$ cat config.mk
export PLATFORM = sky130hd
export DESIGN_NAME = cdc_hs_rx
export DESIGN_NICKNAME = d
export VERILOG_FILES = /design/src/rtl/cdc_hs_rx_pkg.sv /design/src/rtl/cdc_hs_rx_sync_ff.sv /design/src/rtl/cdc_hs_rx.sv
export SDC_FILE = /design/constraint.sdc
export NUM_CORES = 1
export LEC_CHECK = 0
export ABC_CLOCK_PERIOD_IN_PS = 1500
export CAP_MARGIN = 5
export CELL_PAD_IN_SITES_DETAIL_PLACEMENT = 1
export CELL_PAD_IN_SITES_GLOBAL_PLACEMENT = 1
export CORE_MARGIN = 1
export CORE_UTILIZATION = 30
export CTS_BUF_LIST = sky130_fd_sc_hd__clkbuf_4 sky130_fd_sc_hd__clkbuf_8 sky130_fd_sc_hd__clkbuf_16
export DETAILED_ROUTE_END_ITERATION = 12
export HOLD_SLACK_MARGIN = 0.08
export PLACE_DENSITY_LB_ADDON = 0.1
export SLEW_MARGIN = 0
export SYNTH_ARGS = -nofsm -noshare
export SYNTH_HDL_FRONTEND = slang
export SYNTH_SLANG_ARGS = --single-unit
$ cat constraint.sdc
create_clock -name clkb -period 1.5 [get_ports clkb]
set_input_delay 0.15 -clock clkb [delete_from_list [all_inputs] [get_ports clkb]]
set_output_delay 0.15 -clock clkb [all_outputs]
set_load 0.01 [all_outputs]
$ cat src/rtl/cdc_hs_rx_pkg.sv
`default_nettype none
// ----------------------------------------------------------------------------
// cdc_hs_rx_pkg : shared state encoding and defaults for the handshake receiver
// Revision 1.0
// ----------------------------------------------------------------------------
package cdc_hs_rx_pkg;

  localparam int SYNC_STAGES_DEF = 2;

  localparam logic [1:0] ST_IDLE     = 2'b00;
  localparam logic [1:0] ST_WAIT_RDY = 2'b01;
  localparam logic [1:0] ST_WAIT_REL = 2'b10;

  typedef enum logic [1:0] {
    IDLE     = ST_IDLE,
    WAIT_RDY = ST_WAIT_RDY,
    WAIT_REL = ST_WAIT_REL
  } state_e;

endpackage
`default_nettype wire

$ cat src/rtl/cdc_hs_rx_sync_ff.sv
`default_nettype none
// ----------------------------------------------------------------------------
// sync_ff : parameterized-depth single-bit level synchronizer
// Revision 1.0
// ----------------------------------------------------------------------------
module sync_ff #(
  parameter int STAGES = 2
) (
  input  logic clkb,
  input  logic rst,
  input  logic d,
  output logic q
);

  logic [STAGES-1:0] chain_q;
  logic [STAGES-1:0] chain_d;

  always_comb begin
    chain_d = {chain_q[STAGES-2:0], d};
  end

  always_ff @(posedge clkb or negedge rst) begin
    if (!rst) begin
      chain_q <= '0;
    end else begin
      chain_q <= chain_d;
    end
  end

  assign q = chain_q[STAGES-1];

endmodule
`default_nettype wire

$ cat src/rtl/cdc_hs_rx.sv
`default_nettype none
// ----------------------------------------------------------------------------
// cdc_hs_rx : clkb-side receiver of a four-phase req/ack word transfer
// Revision 1.0
// ----------------------------------------------------------------------------
module cdc_hs_rx
  import cdc_hs_rx_pkg::*;
#(
  parameter int DATA_W      = 8,
  parameter int SYNC_STAGES = SYNC_STAGES_DEF,
  parameter int CNT_W       = 8
) (
  input  logic              clkb,
  input  logic              rst,
  input  logic              req_a,
  input  logic [DATA_W-1:0] data_a,
  output logic              ack_b,
  output logic [DATA_W-1:0] data_b,
  output logic              valid_b,
  input  logic              ready_b,
  output logic [CNT_W-1:0]  cnt_b,
  output logic              err_b
);

  logic              req_s;
  state_e            state_q, state_d;
  logic              ack_q, ack_d;
  logic              valid_q, valid_d;
  logic [DATA_W-1:0] data_q, data_d;
  logic [CNT_W-1:0]  cnt_q, cnt_d;
  logic              err_q, err_d;

  sync_ff #(.STAGES(SYNC_STAGES)) u_req_sync (
    .clkb (clkb),
    .rst  (rst),
    .d    (req_a),
    .q    (req_s)
  );

  always_comb begin
    state_d = state_q;
    ack_d   = ack_q;
    valid_d = valid_q;
    data_d  = data_q;
    cnt_d   = cnt_q;
    err_d   = err_q;
    case (state_q)
      IDLE: begin
        ack_d   = 1'b0;
        valid_d = 1'b0;
        // data_a has been stable for the whole synchronizer latency here
        if (req_s) begin
          data_d  = data_a;
          valid_d = 1'b1;
          state_d = WAIT_RDY;
        end
      end
      WAIT_RDY: begin
        if (!req_s) begin
          err_d = 1'b1;
        end
        if (valid_q && ready_b) begin
          valid_d = 1'b0;
          ack_d   = 1'b1;
          cnt_d   = cnt_q + CNT_W'(1);
          state_d = WAIT_REL;
        end
      end
      WAIT_REL: begin
        if (!req_s) begin
          ack_d   = 1'b0;
          state_d = IDLE;
        end
      end
      default: begin
        ack_d   = 1'b0;
        valid_d = 1'b0;
        state_d = IDLE;
      end
    endcase
  end

  always_ff @(posedge clkb or negedge rst) begin
    if (!rst) begin
      state_q <= IDLE;
      ack_q   <= 1'b0;
      valid_q <= 1'b0;
      data_q  <= '0;
      cnt_q   <= '0;
      err_q   <= 1'b0;
    end else begin
      state_q <= state_d;
      ack_q   <= ack_d;
      valid_q <= valid_d;
      data_q  <= data_d;
      cnt_q   <= cnt_d;
      err_q   <= err_d;
    end
  end

  assign ack_b   = ack_q;
  assign valid_b = valid_q;
  assign data_b  = data_q;
  assign cnt_b   = cnt_q;
  assign err_b   = err_q;

endmodule
`default_nettype wire

# Word level (Yosys, flattened, before mapping)
# Index checks and enable logic that the tools add are counted.
# op_classes
add_sub_neg,1
n_eq_ne,5
n_mux,10
bitwise,2
reduce_logical,8
# ops
operator,n
2-bit AND reduction,5
"8-bit by 1-bit adder with 8-bit output, second input constant",1
2-bit two-way mux,3
2-bit one-hot mux with 3 select lines,1
1-bit two-way mux,4
"2-bit != test, second input constant",2
1-bit one-hot mux with 3 select lines,1
3-bit AND reduction,1
"2-bit by 1-bit == test with 1-bit output, second input constant",1
"2-bit == test, second input constant",1
2-bit zero test,1
"2-bit by 1-bit != test with 1-bit output, second input constant",1
1-bit NOT,2
1-bit one-hot mux with 2 select lines,1
1-bit logical AND,1
# totals
ff_bits,23
input_bits,12
out_inout_bits,19
elab_cells,33

# Logic depth before layout (Yosys ltp)
# Gate-level depths: netlist (run 1).
# depth
depth_word,3
mapped_depth,4
ltp_nobuf,3

# Hierarchy
# Synthesis (run 1) repeated with hierarchy kept, for this count alone.
# hier_totals
cells_unflattened,68
hier_area_um2,950.9
# modules_own_cells
mod,n_inst,cells_per_inst,area_per_inst_um2,seq_area_each_um2
cdc_hs_rx,1,66,900.9,525.5
sync_ff,1,2,50.0,50.0

# Worst setup path after synthesis (run 1)
# No wires, ideal clock.
# synth_timing
path_type,register -> register
start,register state_q[0]
end,register data_q[0] (netlist: data_b[0])
setup_time_ps,125
arrival_ps,1119
required_ps,1375
setup_slack_ps,256
path_stages_with_launch,5
path_buffers,1
synth_period_minus_slack_ps,1244
cell_sequence,dfrtp_1 nor2b_2 and2b_1 buf_6 mux2_4
# synth_between
elab_chain_cells,2
# synth_lines
element,line,source
"start, declared",cdc_hs_rx.sv:26,"state_e state_q, state_d;"
"start signal, assigned",cdc_hs_rx.sv:92,state_q <= state_d;
2-bit zero test,cdc_hs_rx.sv:47,case (state_q)
2-bit AND reduction (no source line),n/a,
"end signal, assigned",cdc_hs_rx.sv:95,data_q <= data_d;
"end, declared",cdc_hs_rx.sv:29,"logic [DATA_W-1:0] data_q, data_d;"
# Every way passes these cells.
# A chain may end at the register's enable or synchronous reset.

# Final worst setup path (run 1)
# layout_timing
start,register valid_q (netlist: valid_b)
end,output valid_b
# layout_rtl
element,line,source
"start, declared",cdc_hs_rx.sv:28,"logic valid_q, valid_d;"
"start signal, assigned",cdc_hs_rx.sv:94,valid_q <= valid_d;
"end, declared",cdc_hs_rx.sv:19,"output logic valid_b,"
# No word-level cell between the ends.

==> results of run 1 <==
registers in the layout, summed over array words and instances (netlist names):
signal              flops
ack_b                   1
cnt_b                   8
data_b                  8
err_b                   1
state_q                 2
u_req_sync.chain_q      2
valid_b                 1
per-layer routing:
layer  part of all wire, %  up-vias  track usage [%]
met3                   5.3        2             2.42
met1                    51      307             18.5
li1                      -      303                -
met5                     0        -                0
met4                  0.62        0             5.10
met2                    43       22             18.2
cell type report:
cell class,count,area [um2]
multi-input cells,40,353
well taps,44,55.1
inverters,1,3.75
fillers,333,1640
flip-flops and latches,23,576
clock buffers,4,30.0
repair buffers,37,368
cell families (layout without fill, tap and decap cells):
group / after synthesis / in the layout / synth area share, %
DFF: 23 / 23 / 60.5
adders and majority gates: 1 / 1 / 1.32
AOI/OAI and AO/OA: 5 / 5 / 3.42
xor gates and xnor gates: 7 / 7 / 6.45
muxes: 9 / 9 / 14.2
buffers and inverters: 3 / 42 / 2.37
and+or+nand+nor: 18 / 18 / 11.7
repair_timing:
action	CTS	global route
setup buffers	1	3
resized for setup	0	1
setup endpoints to repair	1	3
endpoints found under the hold margin	0	0
cell usage after synthesis:
cell | n | area (um2)
nand3_1 | 3 | 15.0
inv_1 | 1 | 3.75
a31oi_1 | 1 | 6.26
o21bai_1 | 1 | 7.51
xnor2_1 | 6 | 52.6
or2b_1 | 1 | 7.51
buf_4 | 1 | 7.51
xor2_1 | 1 | 8.76
and3_1 | 1 | 6.26
buf_6 | 1 | 11.3
nand2b_1 | 1 | 6.26
nor2b_2 | 1 | 8.76
mux2_4 | 9 | 135
and4_1 | 1 | 8.76
nand3b_1 | 1 | 7.51
dfrtp_1 | 23 | 576
nand2_1 | 2 | 7.51
and2b_1 | 1 | 7.51
o21ai_0 | 1 | 5.00
nand4_1 | 2 | 12.5
and4b_1 | 1 | 10.0
and2_1 | 1 | 6.26
a311oi_1 | 1 | 8.76
ha_1 | 1 | 12.5
a21oi_1 | 1 | 5.00
nor2_1 | 2 | 7.51
how the worst max path moves through the flow:
stage	from	to	slack, ns	cells past startpoint
final	valid_b$_DFFE_PN0P_	valid_b	0.05	1
after global routing	valid_b$_DFFE_PN0P_	valid_b	0.005	1
after CTS	cnt_b[0]$_DFFE_PN0P_	cnt_b[0]	0.03	1
after detailed placement	ready_b	cnt_b[1]$_DFFE_PN0P_	0.006	3
after global placement	ready_b	cnt_b[1]$_DFFE_PN0P_	0.03	3
after floorplan	state_q[0]$_DFFE_PN0P_	data_b[0]$_DFFE_PN0P_	0.26	4
power by group through the flow:
stage / clock, mW / combinational [mW] / sequential, mW
finish: 0.301 / 1.04 / 0.975
global placement: 0 / 0.946 / 0.992
global route: 0.345 / 1.12 / 1.01
floorplan: 0 / 0.384 / 1.06
detailed placement: 0 / 0.958 / 1.00
CTS: 0.320 / 1.00 / 0.980
==> flow_summary.toml, run 1 <==
[worst_setup_path]
r2r_cells = 4
worstPathArrival_ns = 1.30
critPathTopFamily = "buffers and inverters"
crit_required_ns = 1.35
critPathSlowestCell = "clkdlybuf4s50_1"
r2r_start = "state_q[0]$_DFFE_PN0P_"
start_kind = "flip-flop"
max_stage_delay_ns = 0.57
critical_path.max_fanout = 5
reg2reg_to = "data_b[0]$_DFFE_PN0P_"
r2r_slack_ns = 0.10
worst-path-buf-inv = 1
crit_path_cell_trace = "clkdlybuf4s50_1"
end_kind = "output pin"
crit_type = "flip-flop to output pin"

[routing]
drcViolationCount = 0
ant_nets = 0
post_drt_wl_per_cell_um = 12.9
route.final.wire_length_um = 1930
vias = 634
vias_per_cell = 4.26
drt_iter0_markers = 26
dr.pass1.iters = 4

[placed_design]
post_dp_cell_area_um2 = 1320
dp.cells = 141
gp_congestion = 0.654
port_buffers = 30
hpwl_um = 1330
pre_cts_ws_ns = 0.00627

[floorplanning]
die_height_um = 58.3
dieArea_um2 = 3400
start_util_pct = 31.4
die_width_um = 58.3
core_area_um2 = 3030
ios = 31
row_count = 20

[run_status]
status = "finished clean"

[run]
max-cap-violations = 0

[sta]
setup_viol = 0
max_freq_mhz = 690
slew_headroom_pct = 79.3
hold_violations = 0
slew_violations = 0
finalWorstSetupSlack_ns = 0.0501
worst_hold_slack_ns = 0.182
grt_setup_unrepaired = "false"
final.setup.tns_ns = 0
worst_slew_pin_slew_ns = 0.311
finClkSkew_ns = 0.00924
fin_crit_sh_pct = 96.7
final.min_clock_period_ns = 1.45

[yosys]
ys_types = 26
synth_seq_cells = 23
syn_area_per_cell_um2 = 14.4
yosysSeqAreaShare_pct = 60.5
syn_nets = 79
synth_area_um2 = 951
ys.warnings.count = 0
syn_inst = 66

[power_and_ir_drop]
total_power_mw = 2.32
clkPwrFrac_pct = 13.0
peakVddDrop_v = 0.000647
sequentialPowerShare_pct = 42.1
p_int_mw = 1.62
combPwrFrac_pct = 44.9
p_leak_nw = 0.618
power_switching_mw = 0.695
sw_frac_of_total_pct = 30.0
cellPowerDensity_nw_per_um2 = 1670

[grt]
grt_usage_pct = 12.6
grt_pass1_vias = 645
grt_pass1_wl_um = 3110
grt_max_degree = 24
antenna_found_initial = 0
grt_overflow = 0

[cts]
clock_path_buffers = 2
hold_buffers = 0
clock-sinks = 23
cts_root_buf = "clkbuf_4"
cts_tree = "done"
clk_latency_ns = 0.30
cts_buffers = 3
clk_pin_slew_ns = 0.13
cts_max_level = 1

[layout]
layout_commonest_cell = "clkdlybuf4s50_1"
fin_cells = 149
drive_above_1_share_pct = 20.0
layout_common_cells = "clkdlybuf4s50_1 (29), dfrtp_1 (23), mux2_4 (9)"
area_delta_synth_final_pct = 45.7
n_antenna_cell = 0
design_area_um2 = 1390
final_nets = 119
final_util_pct = 45.7

[hold_path]
min_path_type = "primary input to async pin"
(Power assumes the default switching activity.)
==> run 2: changes to the inputs <==
--- a/config.mk
+++ b/config.mk
@@ -5,16 +5,17 @@
 export SDC_FILE = /design/constraint.sdc
 export NUM_CORES = 1
 export LEC_CHECK = 0
-export ABC_CLOCK_PERIOD_IN_PS = 1500
+export ABC_CLOCK_PERIOD_IN_PS = 1400
 export CAP_MARGIN = 5
 export CELL_PAD_IN_SITES_DETAIL_PLACEMENT = 1
 export CELL_PAD_IN_SITES_GLOBAL_PLACEMENT = 1
 export CORE_MARGIN = 1
 export CORE_UTILIZATION = 30
-export CTS_BUF_LIST = sky130_fd_sc_hd__clkbuf_4 sky130_fd_sc_hd__clkbuf_8 sky130_fd_sc_hd__clkbuf_16
+export CTS_BUF_LIST = sky130_fd_sc_hd__clkbuf_2
 export DETAILED_ROUTE_END_ITERATION = 12
 export HOLD_SLACK_MARGIN = 0.08
 export PLACE_DENSITY_LB_ADDON = 0.1
+export REMOVE_ABC_BUFFERS = 1
 export SLEW_MARGIN = 0
 export SYNTH_ARGS = -nofsm -noshare
 export SYNTH_HDL_FRONTEND = slang
==> constraint.sdc (replaced) <==
create_clock -name clkb -period 1.4 [get_ports clkb]
set_input_delay 0.14 -clock clkb [delete_from_list [all_inputs] [get_ports clkb]]
set_output_delay 0.14 -clock clkb [all_outputs]
set_load 0.01 [all_outputs]
==> run 2 against run 1 <==
  * Sequential share of layout area fell by 2.5 points
  * Sequential cell count did not move
  * Hold slack worse by 0.043 ns
  * Combinational power is 20% higher
  * Non-clock buffer count up 17
  * Clock skew fell by 0.0076 ns
  * Global-route usage grew 1.9 points
  * Via count rose by 14%
  * First-iteration DRC count fell by 58%
==> flow_summary.toml, run 2 (synthesis gave the netlist of run 1 again) <==
[cts]
clk_pin_slew_ns = 0.20
cts_tree = "done"
clock-sinks = 23
cts_buffers = 3
cts_root_buf = "clkbuf_2"
clock_path_buffers = 2
hold_buffers = 0
cts_max_level = 1
clk_latency_ns = 0.32

[floorplanning]
start_util_pct = 31.4
die_height_um = 58.3
core_area_um2 = 3030
dieArea_um2 = 3400
ios = 31
row_count = 20
die_width_um = 58.3

[sta]
hold_violations = 0
finalWorstSetupSlack_ns = 0.0864
worst_slew_pin_slew_ns = 0.289
grt_setup_unrepaired = "false"
slew_violations = 0
final.min_clock_period_ns = 1.31
setup_viol = 0
fin_crit_sh_pct = 93.8
slew_headroom_pct = 80.8
max_freq_mhz = 761
finClkSkew_ns = 0.00160

[layout]
drive_above_1_share_pct = 32.0
layout_common_cells = "buf_4 (24), dfrtp_1 (23), dlygate4sd2_1 (17)"
area_delta_synth_final_pct = 54.9
final_nets = 136
final_util_pct = 48.6
fin_cells = 166
design_area_um2 = 1470
layout_commonest_cell = "buf_4"
n_antenna_cell = 0

[power_and_ir_drop]
peakVddDrop_v = 0.000662
sequentialPowerShare_pct = 39.7
clkPwrFrac_pct = 10.4
p_leak_nw = 0.754
sw_frac_of_total_pct = 31.3
cellPowerDensity_nw_per_um2 = 1700
p_int_mw = 1.72
combPwrFrac_pct = 49.9
total_power_mw = 2.51
power_switching_mw = 0.785

[routing]
route.final.wire_length_um = 2190
dr.pass1.iters = 2
drcViolationCount = 0
vias_per_cell = 4.34
vias = 721
post_drt_wl_per_cell_um = 13.2
ant_nets = 0
drt_iter0_markers = 11

[worst_setup_path]
critical_path.max_fanout = 8
reg2reg_to = "cnt_b[1]$_DFFE_PN0P_"
r2r_slack_ns = 0.09
startpoint = "valid_b$_DFFE_PN0P_"
start_kind = "flip-flop"
crit_required_ns = 1.64
r2r_start = "valid_b$_DFFE_PN0P_"
crit_type = "flip-flop to flip-flop"
endpoint = "cnt_b[1]$_DFFE_PN0P_"
r2r_cells = 4
worstPathArrival_ns = 1.55
end_kind = "flip-flop"

[placed_design]
post_dp_cell_area_um2 = 1340
pre_cts_ws_ns = -0.0279
port_buffers = 30
dp.cells = 145
gp_congestion = 0.709
hpwl_um = 1360

[grt]
grt_pass1_wl_um = 3590
grt_pass1_vias = 748
grt_overflow = 0
antenna_found_initial = 0
grt_max_degree = 24
grt_usage_pct = 14.5

[hold_path]
min_path_type = "primary input to async pin"

[run_status]
status = "finished clean"

[run]
max-cap-violations = 0
[run 2: changes by cell type in the layout (fill, tap and decap cells not counted), sizes merged]
cell,before,now
buf,7,24
clkdlybuf4s50,29,11
dlygate4sd2,0,17
dlymetal6s2s,1,2
[run 2: worst min-delay path by stage]
stage / slack [ns] / startpoint / cells after the start / to
2_1_floorplan: -0.16 / rst / 0 / ack_b$_DFFE_PN0P_
3_3_place_gp: 0.35 / u_req_sync.chain_q[0]$_DFF_PN0_ / 0 / u_req_sync.chain_q[1]$_DFF_PN0_
3_5_place_dp: 0.34 / u_req_sync.chain_q[0]$_DFF_PN0_ / 0 / u_req_sync.chain_q[1]$_DFF_PN0_
4_1_cts: 0.13 / rst / 2 / valid_b$_DFFE_PN0P_
5_1_grt: 0.10 / rst / 2 / valid_b$_DFFE_PN0P_
6_report: 0.14 / rst / 2 / valid_b$_DFFE_PN0P_
[run 2: repair_timing]
item,4_1_cts,5_1_grt
setup buffers,16,1
pin swaps,0,0
endpoints found under the setup margin,27,2
resized for setup,18,2
[run 2: power groups by stage]
stage / clock, mW / sequential (mW) / combinational, mW
after floorplan: 0 / 1.14 / 0.392
after global placement: 0 / 1.05 / 1.03
after detailed placement: 0 / 1.06 / 1.05
after CTS: 0.280 / 0.991 / 1.23
after global routing: 0.301 / 1.02 / 1.36
final: 0.261 / 0.995 / 1.25
[run 2: through the flow]
stage	hold slack [ns]	TNS [ns]
CTS	0.127	0
global placement	0.348	-0.0401
global route	0.101	0
floorplan	-0.156	0
finish	0.139	0
detailed placement	0.337	-0.0279
[run 2: metal layers]
| metal | GRT usage [%] | wire [um] | vias up |
|---|---|---|---|
| li1 | - | - | 338 |
| met2 | 22.5 | 1010 | 26 |
| met4 | 7.48 | 48 | 0 |
| met5 | 0 | 0 | - |
| met3 | 4.62 | 123 | 6 |
| met1 | 18.1 | 1010 | 351 |
[run 2: cell type report]
| class | instances | area (um2) |
|---|---|---|
| inverter | 1 | 3.75 |
| multi-input combinational | 40 | 354 |
| tap | 44 | 55.1 |
| clock buffer | 4 | 20.0 |
| sequential | 23 | 576 |
| fill | 342 | 1560 |
| timing repair buffer | 54 | 464 |
[run 2: critical path, cell delays in order, from the launching register on]
cell     delay [ns]
dfrtp_1        0.43
buf_4          0.15
and4b_1        0.19
buf_4          0.16
mux2_4         0.29
